--- config.mk ---
export PLATFORM = sky130hd
export DESIGN_NAME = frame_check
export DESIGN_NICKNAME = d
export VERILOG_FILES = /design/src/rtl/frame_check.sv
export SDC_FILE = /design/constraint.sdc
export NUM_CORES = 1
export LEC_CHECK = 0
export CAP_MARGIN = 30
export CORE_ASPECT_RATIO = 0.6
export CORE_MARGIN = 1
export CORE_UTILIZATION = 41
export DETAILED_ROUTE_END_ITERATION = 16
export PLACE_DENSITY_LB_ADDON = 0.1
export SYNTH_ARGS = -nofsm -noshare
export SYNTH_HDL_FRONTEND = slang
export SYNTH_SLANG_ARGS = --single-unit
--- constraint.sdc ---
create_clock -name aclk -period 8.9 [get_ports aclk]
set_input_delay 1.78 -clock aclk [delete_from_list [all_inputs] [get_ports aclk]]
set_output_delay 1.78 -clock aclk [all_outputs]
set_load 0.02 [all_outputs]
--- src/rtl/frame_check.sv ---
// AXI-Stream video sink that checks the {00, v, h} test pattern plus SOF/EOL placement
// on each accepted beat, with optional LFSR-driven backpressure on pix_tready.
module frame_check #(
    parameter bit          BP_EN   = 1'b0,
    parameter logic [15:0] BP_SEED = 16'hACE1
) (
    input  logic        aclk,
    input  logic        areset,
    input  logic [15:0] H_RES,
    input  logic [15:0] V_RES,
    input  logic        enable,
    input  logic        pix_tvalid,
    output logic        pix_tready,
    input  logic [23:0] pix_tdata,
    input  logic        pix_tlast,
    input  logic        pix_tuser,
    output logic        busy,
    output logic        frame_done,
    output logic        frame_ok,
    output logic [15:0] frame_cnt,
    output logic [31:0] pix_err_cnt,
    output logic [31:0] sync_err_cnt,
    output logic [31:0] drop_cnt
);

    typedef enum logic {WAIT_SOF, ACTIVE} state_t;

    state_t      state, state_next;
    logic [15:0] lfsr;
    logic [15:0] h, v, h_next, v_next;
    logic [15:0] h_res, v_res;
    logic        frame_bad, bad_next;
    logic        done_next, ok_next;

    logic        beat, restart, new_frame, take;
    logic [15:0] cur_h, cur_v, cur_hres, cur_vres;
    logic        at_eol, on_last_line, line_end, frame_end;
    logic        pix_err, tlast_err, beat_bad;

    function automatic logic [31:0] sat_inc(input logic [31:0] c);
        return (c == 32'hFFFF_FFFF) ? c : c + 32'd1;
    endfunction

    // A mid-frame tuser closes the current frame and reinterprets this beat as pixel (0,0).
    always_comb begin
        beat         = pix_tvalid && pix_tready;
        restart      = (state == ACTIVE) && pix_tuser && ((h != 16'd0) || (v != 16'd0));
        new_frame    = ((state == WAIT_SOF) && pix_tuser) || restart;
        take         = beat && ((state == ACTIVE) || pix_tuser);
        cur_h        = new_frame ? 16'd0 : h;
        cur_v        = new_frame ? 16'd0 : v;
        cur_hres     = new_frame ? H_RES : h_res;
        cur_vres     = new_frame ? V_RES : v_res;
        at_eol       = (cur_h == cur_hres - 16'd1);
        on_last_line = (cur_v == cur_vres - 16'd1);
        line_end     = pix_tlast || at_eol;
        frame_end    = line_end && on_last_line;
        pix_err      = (pix_tdata != {8'h00, cur_v[7:0], cur_h[7:0]});
        tlast_err    = (pix_tlast != at_eol);
        beat_bad     = pix_err || tlast_err;
    end

    always_comb begin
        state_next = state;
        h_next     = h;
        v_next     = v;
        bad_next   = frame_bad;
        done_next  = 1'b0;
        ok_next    = frame_ok;
        if (take) begin
            if (frame_end) begin
                state_next = WAIT_SOF;
                h_next     = 16'd0;
                v_next     = 16'd0;
                bad_next   = 1'b0;
                done_next  = 1'b1;
                ok_next    = !(restart || (!new_frame && frame_bad) || beat_bad);
            end else begin
                state_next = ACTIVE;
                bad_next   = (!new_frame && frame_bad) || beat_bad;
                if (line_end) begin
                    h_next = 16'd0;
                    v_next = cur_v + 16'd1;
                end else begin
                    h_next = cur_h + 16'd1;
                    v_next = cur_v;
                end
                if (restart) begin
                    done_next = 1'b1;
                    ok_next   = 1'b0;
                end
            end
        end
    end

    always_ff @(posedge aclk) begin
        if (areset) state <= WAIT_SOF;
        else        state <= state_next;
    end

    // The LFSR free-runs every cycle so the ready pattern does not depend on traffic.
    always_ff @(posedge aclk) begin
        if (areset) begin
            lfsr         <= BP_SEED;
            pix_tready   <= 1'b0;
            h            <= 16'd0;
            v            <= 16'd0;
            h_res        <= 16'd0;
            v_res        <= 16'd0;
            frame_bad    <= 1'b0;
            frame_done   <= 1'b0;
            frame_ok     <= 1'b0;
            frame_cnt    <= 16'd0;
            pix_err_cnt  <= 32'd0;
            sync_err_cnt <= 32'd0;
            drop_cnt     <= 32'd0;
        end else begin
            lfsr       <= {lfsr[0] ^ lfsr[2] ^ lfsr[3] ^ lfsr[5], lfsr[15:1]};
            pix_tready <= enable && (!BP_EN || lfsr[0]);
            h          <= h_next;
            v          <= v_next;
            frame_bad  <= bad_next;
            frame_done <= done_next;
            frame_ok   <= ok_next;
            if (take && new_frame) begin
                h_res <= H_RES;
                v_res <= V_RES;
            end
            if (done_next)
                frame_cnt <= frame_cnt + 16'd1;
            if (take && pix_err)
                pix_err_cnt <= sat_inc(pix_err_cnt);
            if (take && (tlast_err || restart))
                sync_err_cnt <= sat_inc(sync_err_cnt);
            if (beat && (state == WAIT_SOF) && !pix_tuser)
                drop_cnt <= sat_inc(drop_cnt);
        end
    end

    assign busy = (state == ACTIVE);

endmodule

# After elaboration in Yosys (flattened, before gate mapping)
# Index checks and enable logic that the tools add are counted.
# word_totals
output_inout_bits	116
regBits	181
# op_classes
eq_ne	7
reduce_logical	31
bitwise_logic	4
add_sub_neg	8
muxes	15
# op_table
operator	count
two-way mux 16 bit	8
adder 32 x 1 -> 32 bit, second input constant	3
== test 32 bit, second input constant	3
adder 16 x 1 -> 16 bit, second input constant	3
== test 16 bit	2
nonzero test 16 bit	2
subtractor 16 x 1 -> 16 bit, second input constant	2
inequality test 24 x 16 -> 1 bit	1
logical AND 1 bit	12
logical OR 1 bit	9
AND reduction 2 bit	4
two-way mux 1 bit	7
inverter 1 bit	4
logical NOT 1 bit	3
nonzero test 2 bit	1
inequality test 1 bit	1

# Depth between registers and ports, before layout
# logic_depth
depth_word	12
mapped_depth	30
ltp_nobuf	23

# Worst setup path before layout
# OpenSTA, ideal clock, no wires.
# synth_timing
path_type	input port to flip-flop
start	input port pix_tuser
end	register frame_cnt[3]
setup_time_ns	0.123
stages	27
required_time_ns	8.777
setup_slack_ns	1.305
arrival_ns	7.472
path_cell_list	clkbuf_1 inv_1 a41oi_1 clkbuf_1 clkbuf_1 buf_2 clkbuf_1 mux2i_1 ha_1 inv_1 a2111oi_4 nand3b_1 xnor2_1 or3_1 o211ai_1 o2111ai_1 ha_1 clkbuf_1 nor3_1 nand3_1 nor3_1 and3_1 a21oi_1 a2111o_1 a21oi_4 and4_1 mux2_1
# synth_between
elab_chain_cells	10
# synth_rtl
item	line	text
start: declaration	16	input logic pix_tuser,
logical AND 1 bit (2 in series)	47	restart = (state == ACTIVE) && pix_tuser && ((h != 16'd0) || (v != 16'd0));
logical OR 1 bit	48	new_frame = ((state == WAIT_SOF) && pix_tuser) || restart;
two-way mux 16 bit	52	cur_hres = new_frame ? H_RES : h_res;
subtractor 16 x 1 -> 16 bit	54	at_eol = (cur_h == cur_hres - 16'd1);
== test 16 bit	54	
logical OR 1 bit	56	line_end = pix_tlast || at_eol;
logical AND 1 bit	57	frame_end = line_end && on_last_line;
two-way mux 1 bit	71	if (frame_end) begin
two-way mux 1 bit (*)	70	if (take) begin
end signal: assignment	130	frame_cnt <= frame_cnt + 16'd1;
end: declaration	20	output logic [15:0] frame_cnt,
# Mark *: on every way between the ends. The rest lies on a longest branch, timed or not.
# A chain may end at the register's enable or synchronous reset.

# Worst setup path after layout
# Ends and elaborated chain as after synthesis.

==> results.sh <==
export IMPL_drt_total_wl_um=32000
export IMPL_n_antenna_cell=0
export IMPL_required_ps=9240
export IMPL_htree_levels=4
export IMPL_slew_headroom=0.313
export IMPL_wire_per_inst_um=17.0
export IMPL_synth_flop_cell="dfxtp_1"
export IMPL_cts_setup_buffers=0
export IMPL_min_period_ps=7820
export IMPL_fin_total_pwr_uw=1820
export IMPL_async_flop_share=0
export IMPL_cts_tree="yes"
export IMPL_slowest_stage="a41oi_4"
export IMPL_grt_max_degree=114
export IMPL_holdPathStages=2
export IMPL_avgSynthCellArea_sq_um=7.72
export IMPL_drive_gt1_frac=0.0577
export IMPL_worstPathCellList="clkdlybuf4s50_1 > inv_1 > a41oi_4 > mux2i_1 > ha_1 > inv_1 > a2111oi_4 > nand3b_1 > xnor2_1 > or3_1 > o211ai_1 > o2111ai_1 > ha_1 > nor3_1 > nand3_1 > nor3_1 > and3_1 > a21oi_1 > a2111o_1 > a21oi_4 > and4_1 > mux2_1"
export IMPL_die_x_um=211
export IMPL_ant_nets=0
export IMPL_reg2reg_slack_ps=2210
export IMPL_io_buffers=177
export IMPL_synth_cell_types=74
export IMPL_fmax_ghz=0.128
export IMPL_finalSetupViolCount=0
export IMPL_cts_root_buf="clkbuf_16"
export IMPL_initial_core_util=0.421
export IMPL_ios=178
export IMPL_antenna_found_initial=0
export IMPL_grt_pass1_vias=9356
export IMPL_worst_pin_slew_ps=1020
export IMPL_drtIter0Drc=858
export IMPL_rows=45
export IMPL_final_hold_viol_count=0
export IMPL_vias=10400
export IMPL_finClkSkew_ps=11.5
export IMPL_r2r_start="v[7]"
export IMPL_synth_warnings=0
export IMPL_fin_crit_sh=0.879
export IMPL_path_clk_slew_ps=70
export IMPL_area_growth_pct=24.6
export IMPL_hpwl_um=23100
export IMPL_cp_max_fo=33
export IMPL_fp_dieArea_sq_um=26800
export IMPL_nFillCells=2469
export IMPL_register_area_sq_um=3620
export IMPL_multiInputGateArea_sq_um=6680
export IMPL_ir_drop_v=0.000108
export IMPL_p_leak_uw=0.00445
export IMPL_synth_edf_count=0
export IMPL_setup_worst_path_start="pix_tuser"
export IMPL_post_route_util=0.524
export IMPL_synthesis_area_sq_um=10700
export IMPL_grt_use_total=0.241
export IMPL_ff2ff_path_depth=22
export IMPL_hold_ws_ps=469
export IMPL_hp_start="v_res[15]"
export IMPL_status="complete, no violations"
export IMPL_final_nets=1585
export IMPL_syn_nets=1459
export IMPL_final_setup_worst_slack_ps=1080
export IMPL_arrival_ps=8160
export IMPL_design_core_area_sq_um=25400
export IMPL_syn_inst=1387
export IMPL_worstSetupPathType="primary input to flip-flop"
export IMPL_p_per_area_nw_per_um2=137
export IMPL_timing_setup_tns_ps=0
export IMPL_start_kind="primary input"
export IMPL_clock_latency_ps=450
export IMPL_hold_path_class="flip-flop to flip-flop"
export IMPL_firstDrtPassIters=5
export IMPL_maxCapViolCount=0
export IMPL_grt_overflow_total=0
export IMPL_cts_resized=0
export IMPL_critPathMaxStageDelay_ps=780
export IMPL_clk_path_buf_depth=2
export IMPL_cts_inserted_buffers=17
export IMPL_place_congestion=0.898
export IMPL_rsz0062_at_grt="false"
export IMPL_synth_seq_cells=181
export IMPL_drc=0
export IMPL_holdBufCountCts=0
export IMPL_dieHeight_um=127
export IMPL_grt_pass1_wl_um=51400
export IMPL_drv_slew=0
export IMPL_end_kind="flip-flop"
export IMPL_yosysSeqAreaShare=0.338
export IMPL_dp_slack_ps=621
export IMPL_viasPerCell=5.52
export IMPL_cts_sinks=181
-- metrics by stage --
step | cells | area (sq um)
final | 1878 | 13300
after floorplan | 1387 | 10700
after CTS | 1877 | 13300
after global placement | 1845 | 12700
after global routing | 1878 | 13300
after detailed placement | 1845 | 12700
-- logic make-up after synthesis --
kind of cell	synth area share
xor gates and xnor gates	0.107
muxes	0.0363
DFF	0.338
adders and majority gates	0.0126
and+or+nand+nor	0.338
AOI/OAI and AO/OA	0.127
buffers and inverters	0.0407
-- sequential cells by signal (all words and copies together) (netlist names) --
register,flops
frame_done,1
busy,1
v_res,16
frame_ok,1
sync_err_cnt,32
h,16
drop_cnt,32
pix_tready,1
v,16
pix_err_cnt,32
frame_bad,1
frame_cnt,16
h_res,16
-- where the power goes --
group,internal [uW],switching [uW]
registers,814,7.48
logic,70.7,97.7
clock network,480,354
total,1360,459
-- layer usage --
layer | up-vias | global-route usage | wire length [um]
li1 | 5160 | - | -
met1 | 4882 | 0.367 | 16700
met2 | 301 | 0.336 | 13100
met3 | 24 | 0.0548 | 1940
met4 | 0 | 0.0563 | 301
met5 | - | 0 | 0
-- area by class of cell --
class / count / share of cell area
clock buffers: 18 / 0.0329
multi-input cells: 1098 / 0.500
clock inverters: 14 / 0.0151
repair buffers: 191 / 0.141
inverters: 24 / 0.00675
well taps: 352 / 0.0330
flip-flops and latches: 181 / 0.271
-- cells in the mapped netlist (all sizes together) (14+ instances only) --
master,count,share of area
nor4,35,0.022
nand3,85,0.040
and4,14,0.011
o21ai,33,0.015
nand2,170,0.060
mux2,23,0.024
xor2,60,0.049
nand4b,14,0.011
a31oi,31,0.018
xnor2,68,0.056
buf,15,0.0081
a21oi,76,0.037
inv,24,0.0084
or3,20,0.012
nor2b,30,0.018
nor2,180,0.063
nand3b,23,0.016
nand4,27,0.016
clkbuf,69,0.024
nor3,49,0.023
and3,29,0.017
dfxtp,181,0.34
-- worst paths after layout --
check | to
worst max-delay path | frame_cnt[3]
worst min register to register | v_res[15]
worst min-delay path | v_res[15]
worst max register to register | frame_cnt[3]
-- worst max-delay path, delay by kind of cell --
family	cells	cell delay (ps)
adder cells (fa/ha/maj)	2	670
buffers and inverters	3	980
XOR/XNOR	1	170
AO/OA/AOI/OAI	7	2390
multiplexers	2	590
AND/OR/NAND/NOR	7	1550
-- cells in the final DEF, fill, tap and decap left out, drive strengths merged, types with 20 or more instances in the layout --
cell type and instances:
a21oi 76, a31oi 31, and3 29, clkdlybuf4s50 176, dfxtp 181, inv 26
mux2 23, nand2 170, nand3 85, nand3b 23, nand4 27, nor2 180
nor2b 30, nor3 49, nor4 35, o21ai 33, or3 20, xnor2 68
xor2 60
No activity file was read; power rests on OpenSTA's default activity.
